$ cat src/rtl/hazard_pkg.sv
// Shared types and constants for the EX-stage hazard controller.
// The performance counters are enabled by defining HAZARD_PERF_CNT_EN.
package hazard_pkg;

  typedef enum logic [1:0] {
    IDLE      = 2'd0,
    CALL_PUSH = 2'd1,
    RET_POP   = 2'd2,
    REDIRECT  = 2'd3
  } hz_state_e;

  localparam int unsigned STACK_BEATS_DEF = 2;
  localparam int unsigned RTI_EXTRA_DEF   = 1;
  localparam int unsigned REG_AW          = 3;

  typedef struct packed {
    logic pc_write;
    logic ifid_write;
    logic ifid_flush;
    logic idex_flush;
    logic busy;
  } hz_ctrl_t;

  function automatic logic src_match(input logic              uses,
                                     input logic [REG_AW-1:0] src,
                                     input logic [REG_AW-1:0] rd);
    return uses & (src == rd);
  endfunction

endpackage

$ cat src/rtl/stall_counter.sv
// Loadable down-counter with a zero flag; tracks the remaining stack beats.
// Decrement saturates at zero so a stray dec never wraps.
module stall_counter #(
  parameter int unsigned W = 2
) (
  input  logic         clk,
  input  logic         reset,
  input  logic         load_i,
  input  logic [W-1:0] load_val_i,
  input  logic         dec_i,
  output logic         zero_o
);

  logic [W-1:0] cnt_q;
  logic [W-1:0] cnt_d;

  always_comb begin
    cnt_d = cnt_q;
    if (load_i) begin
      cnt_d = load_val_i;
    end else if (dec_i && (cnt_q != '0)) begin
      cnt_d = cnt_q - W'(1);
    end
  end

  always_ff @(posedge clk) begin
    if (reset) begin
      cnt_q <= '0;
    end else begin
      cnt_q <= cnt_d;
    end
  end

  assign zero_o = (cnt_q == '0);

endmodule

$ cat src/rtl/ex_hazard_ctrl.sv
// Stall/flush controller for load-use bubbles, taken jumps and CALL/RET/RTI stack sequences.
// Optional stall/flush performance counters are built when HAZARD_PERF_CNT_EN is defined.
module ex_hazard_ctrl
  import hazard_pkg::*;
#(
  parameter int unsigned STACK_BEATS = STACK_BEATS_DEF,
  parameter int unsigned RTI_EXTRA   = RTI_EXTRA_DEF
) (
  input  logic              clk,
  input  logic              reset,
  input  logic              id_valid,
  input  logic [REG_AW-1:0] id_src1,
  input  logic [REG_AW-1:0] id_src2,
  input  logic              id_uses_src1,
  input  logic              id_uses_src2,
  input  logic [REG_AW-1:0] ex_rd,
  input  logic              ex_reg_write,
  input  logic              ex_mem_read,
  input  logic              ex_call,
  input  logic              ex_ret,
  input  logic              ex_rti,
  input  logic              ex_jump_taken,
  output logic              pc_write,
  output logic              ifid_write,
  output logic              ifid_flush,
  output logic              idex_flush,
  output logic              busy,
  output logic [15:0]       stall_cycles,
  output logic [15:0]       flush_events
);

  localparam int unsigned CNT_W = $clog2(STACK_BEATS + RTI_EXTRA) + 1;
  localparam logic [CNT_W-1:0] STACK_LOAD = CNT_W'(STACK_BEATS - 1);
  localparam logic [CNT_W-1:0] RTI_LOAD   = CNT_W'(STACK_BEATS + RTI_EXTRA - 1);

  localparam hz_ctrl_t CTRL_RUN    = '{pc_write: 1'b1, ifid_write: 1'b1, ifid_flush: 1'b0, idex_flush: 1'b0, busy: 1'b0};
  localparam hz_ctrl_t CTRL_RESET  = '{pc_write: 1'b0, ifid_write: 1'b0, ifid_flush: 1'b1, idex_flush: 1'b1, busy: 1'b0};
  localparam hz_ctrl_t CTRL_FREEZE = '{pc_write: 1'b0, ifid_write: 1'b0, ifid_flush: 1'b0, idex_flush: 1'b1, busy: 1'b0};
  localparam hz_ctrl_t CTRL_JUMP   = '{pc_write: 1'b1, ifid_write: 1'b0, ifid_flush: 1'b1, idex_flush: 1'b1, busy: 1'b0};
  localparam hz_ctrl_t CTRL_STACK  = '{pc_write: 1'b0, ifid_write: 1'b0, ifid_flush: 1'b0, idex_flush: 1'b1, busy: 1'b1};
  localparam hz_ctrl_t CTRL_REDIR  = '{pc_write: 1'b1, ifid_write: 1'b0, ifid_flush: 1'b1, idex_flush: 1'b1, busy: 1'b1};

  hz_state_e        state_q;
  hz_state_e        state_d;
  hz_ctrl_t         ctrl;
  logic             load_use;
  logic             cnt_load;
  logic [CNT_W-1:0] cnt_load_val;
  logic             cnt_dec;
  logic             cnt_zero;

  assign load_use = ex_mem_read & ex_reg_write & id_valid &
                    (src_match(id_uses_src1, id_src1, ex_rd) |
                     src_match(id_uses_src2, id_src2, ex_rd));

  stall_counter #(
    .W (CNT_W)
  ) u_cnt (
    .clk        (clk),
    .reset      (reset),
    .load_i     (cnt_load),
    .load_val_i (cnt_load_val),
    .dec_i      (cnt_dec),
    .zero_o     (cnt_zero)
  );

  always_comb begin
    state_d      = state_q;
    ctrl         = CTRL_RUN;
    cnt_load     = 1'b0;
    cnt_load_val = '0;
    cnt_dec      = 1'b0;
    case (state_q)
      IDLE: begin
        if (ex_rti) begin
          ctrl         = CTRL_FREEZE;
          cnt_load     = 1'b1;
          cnt_load_val = RTI_LOAD;
          state_d      = RET_POP;
        end else if (ex_ret) begin
          ctrl         = CTRL_FREEZE;
          cnt_load     = 1'b1;
          cnt_load_val = STACK_LOAD;
          state_d      = RET_POP;
        end else if (ex_call) begin
          ctrl         = CTRL_FREEZE;
          cnt_load     = 1'b1;
          cnt_load_val = STACK_LOAD;
          state_d      = CALL_PUSH;
        end else if (ex_jump_taken) begin
          ctrl = CTRL_JUMP;
        end else if (load_use) begin
          ctrl = CTRL_FREEZE;
        end
      end
      // ex_* inputs are deliberately ignored while the stack is moving.
      CALL_PUSH, RET_POP: begin
        ctrl = CTRL_STACK;
        if (cnt_zero) begin
          state_d = REDIRECT;
        end else begin
          cnt_dec = 1'b1;
        end
      end
      REDIRECT: begin
        ctrl    = CTRL_REDIR;
        state_d = IDLE;
      end
      default: state_d = IDLE;
    endcase
    if (reset) begin
      ctrl    = CTRL_RESET;
      state_d = IDLE;
    end
  end

  always_ff @(posedge clk) begin
    if (reset) begin
      state_q <= IDLE;
    end else begin
      state_q <= state_d;
    end
  end

  assign pc_write   = ctrl.pc_write;
  assign ifid_write = ctrl.ifid_write;
  assign ifid_flush = ctrl.ifid_flush;
  assign idex_flush = ctrl.idex_flush;
  assign busy       = ctrl.busy;

`ifdef HAZARD_PERF_CNT_EN
  logic [15:0] stall_q;
  logic [15:0] flush_q;

  always_ff @(posedge clk) begin
    if (reset) begin
      stall_q <= '0;
      flush_q <= '0;
    end else begin
      if (!ctrl.pc_write && (stall_q != 16'hFFFF)) begin
        stall_q <= stall_q + 16'd1;
      end
      if (ctrl.ifid_flush && (flush_q != 16'hFFFF)) begin
        flush_q <= flush_q + 16'd1;
      end
    end
  end

  // Reads as zero during reset, before the synchronous clear lands.
  assign stall_cycles = reset ? 16'd0 : stall_q;
  assign flush_events = reset ? 16'd0 : flush_q;
`else
  assign stall_cycles = 16'd0;
  assign flush_events = 16'd0;
`endif

endmodule

$ cat config.mk
export PLATFORM = sky130hd
export DESIGN_NAME = ex_hazard_ctrl
export DESIGN_NICKNAME = d
export VERILOG_FILES = /design/src/rtl/hazard_pkg.sv /design/src/rtl/stall_counter.sv /design/src/rtl/ex_hazard_ctrl.sv
export SDC_FILE = /design/constraint.sdc
export NUM_CORES = 1
export LEC_CHECK = 0
export ABC_AREA = 1
export BUFFER_PORTS_ARGS = -buffer_cell sky130_fd_sc_hd__buf_2
export CAP_MARGIN = 15
export CORE_UTILIZATION = 39
export DETAILED_ROUTE_END_ITERATION = 10
export PLACE_DENSITY = 0.79
export SLEW_MARGIN = 15
export SYNTH_ARGS = -nofsm -noshare
export SYNTH_HDL_FRONTEND = slang
export SYNTH_SLANG_ARGS = --single-unit
export TNS_END_PERCENT = 100
$ cat constraint.sdc
create_clock -name clk -period 1.57 [get_ports clk]
set_input_delay 0.0785 -clock clk [delete_from_list [all_inputs] [get_ports clk]]
set_output_delay 0.0785 -clock clk [all_outputs]
set_load 0.005 [all_outputs]
==> impl_summary.md <==
Status
The flow ran to the end, and the final reports show no timing, DRC or antenna violations.

Floorplanning
The vertical extent of the die is ~46 um. The number of cell rows is 15. The die width is 45.8 um. The die covers between 2000 and 2500 sq um.

Once the floorplan was initialized, standard cells occupied a little over two fifths of the core. The number of primary I/O pins is 57. In this run the standard cell core region covers approximately 1800 sq um.

Clocking
The deepest clock path buffer count is 2. In this run the number of H-tree levels came out at 1. The master cell of the clock root buffer is sky130_fd_sc_hd__clkbuf_4. The TritonCTS sink count is 5. The clock-pin transition on the worst setup and hold timing paths is roughly 50 ps. The clock tree from TritonCTS is yes. The number of CTS-inserted buffers is 3.

The insertion delay to the later sink of the worst-skew pair is about 240 ps.

Yosys
The number of synthesized register bits is 5. Synthesis produced a netlist whose cell count is around 130. The average size of a mapped cell is about 6 sq um. The total of warnings raised by yosys is 0. The sequential-to-total area share from yosys stat is between 10 and 15%. The mapped netlist covers ~750 sq um. The number of distinct standard cells referenced by the synthesized netlist is 16.

Placed design
The number of placed instances, taps included is between 150 and 200. The placer congestion estimate is roughly 0.8. Summing all placed instances gives a cell area of around 770 sq um. The post-place setup slack is roughly 81 ps. In this run the tool buffered the top-level ports with 24 buffer cells.

The HPWL reported at the end of detailed placement is roughly 1.2 mm.

Worst setup path
STA puts the critical path data required time at about 1500 ps. The signal arrival time at the worst endpoint is 1440 ps. The startpoint-to-endpoint class of the critical path is register to output pin. The highest fanout seen on the critical path is 6. The capturing element type of the critical path is an output pin. The critical path startpoint category is a register.

Power and ir drop
The completed layout was analyzed and its total power is around 950 uW. Power spread over the standard cell area amounts to approximately 1100 nW/um^2. VDD sags by at most 0.789 mV.

For this design the static power due to leakage is between 0.5 and 0.6 nW.

STA
The hold violation count in the final report is 0. The setup slack of the critical path after layout is approximately 54 ps. The final critical path takes up a little over nine tenths of the cycle. Clock skew on the completed layout was measured at ~3.5 ps. The total negative slack for setup checks is 0 ps. Setup repair after global routing could not meet its margin everywhere. The time the final worst path needs with I/O delays and setup is 1520 ps. Setup violations remaining at the end of the flow were counted as 0. Hold timing on the final database bottoms out at a slack of just over 100 ps. The number of pins with negative max-slew slack in the final report was 0. For this run, the top clock speed supported by timing is 660 MHz.

Layout
The number of antenna diodes in the final layout is 0. The top cell types in the final layout, fill and taps aside, are 32 x sky130_fd_sc_hd__nand2_1, 32 x sky130_fd_sc_hd__conb_1, 24 x sky130_fd_sc_hd__buf_2, 17 x sky130_fd_sc_hd__inv_1, 9 x sky130_fd_sc_hd__nor2_1. The post-route netlist has approximately a quarter of its cells at a drive strength greater than 1. For this run, the share of the core covered by cells in the final layout is ~47%. The final layout contains 178 nets.

The area of all placed cells without fillers is approximately 830 sq um. The final instance count without filler cells is ~180. Compared with the post-synthesis result, the final layout area differs by 11.2%.

Routing
After detailed routing, the total wire length is between 1 and 1.5 mm. Dividing the detail-routed via count by the number of cells gives 4.08. The first routing iteration left 11 violations. The via total after detailed routing is just over 700. The pre-antenna-repair detailed-routing pass consisted of 4 iterations. Dividing the detail-routed wire length by the instance count gives around 8.3 um. The residual antenna-violating net count after detailed routing is 0. The remaining routing DRC violations is 0.

GRT
Entering global routing, the biggest net connects 9 pins. The overall global routing resource usage is a little over an eighth. The initial antenna violation count is 0. The via count of the first global-routing pass was ~550.

For this run the aggregate overflow at the end of global routing stands at 0. The first global-routing pass estimated 2.00 mm of wire.

Hold path
The path class of the lowest-slack min-delay path is input pin to register.

Flow run
The number of maximum-capacitance constraint violations is 0.
==> critical path, stage by stage, from the launching register on <==
cell and delay (ps):
sky130_fd_sc_hd__dfxtp_1 350, sky130_fd_sc_hd__inv_2 70, sky130_fd_sc_hd__ha_4 180, sky130_fd_sc_hd__nand3_2 100, sky130_fd_sc_hd__o21ai_0 100, sky130_fd_sc_hd__or2_2 280, sky130_fd_sc_hd__buf_2 130
==> where the power goes <==
group          internal [mW]  switching (mW)
sequential             0.177          0.0321
clock                 0.0964          0.0578
combinational          0.242           0.343
==> layout make-up <==
type | count | area [sq um]
flip-flops and latches | 5 | 100
fillers | 198 | 933
multi-input cells | 99 | 470
clock buffers | 4 | 26.3
well taps | 25 | 31.3
inverters | 20 | 75.1
repair buffers | 25 | 128
==> cell usage after synthesis, drive strengths merged <==
master,instances,area (sq um)
buf,32,240
and3,2,12.5
nor4,1,12.5
a31oi,2,12.5
nor2,10,37.5
nand3b,1,7.51
a21oi,2,10.0
inv,20,75.1
o21ai,7,35.0
nand3,4,20.0
ha,4,50.1
conb,1,3.75
or2,1,6.26
dfxtp,5,100
nand2,33,124
==> cells by family after synthesis <==
family | after synthesis | share of synthesized area [%]
buf+inv | 52 | 42.2
flops | 5 | 13.4
other cells | 1 | 0.502
fa+ha+maj | 4 | 6.70
compound gates | 11 | 7.70
simple gates | 52 | 29.5
==> routing by layer <==
layer	GRT usage, %	vias to the layer above	routed length [um]
met3	4.76	8	128
met4	5.29	0	37
met5	0	-	0
met1	12.4	302	589
met2	25.7	40	721
li1	-	376	-
==> final timing paths <==
path	start	to	slack, ps	cells after the start
setup / recovery	state_q[1]	ifid_flush	50	6
hold / removal	reset	u_cnt.cnt_q[1]	100	2
setup reg to reg	u_cnt.cnt_q[0]	u_cnt.cnt_q[2]	80	7
hold reg to reg	state_q[0]	state_q[0]	500	2
==> timing repair <==
action	in CTS	in global routing
pin swaps	0	1
resized for setup	3	4
setup endpoints to repair	4	7
setup buffers	0	1
hold buffers	0	0
==> flip-flops by register name, indices dropped and copies added (netlist names) <==
name,count
u_cnt.cnt_q,3
state_q,2
No activity file was read; power rests on OpenSTA's default activity.
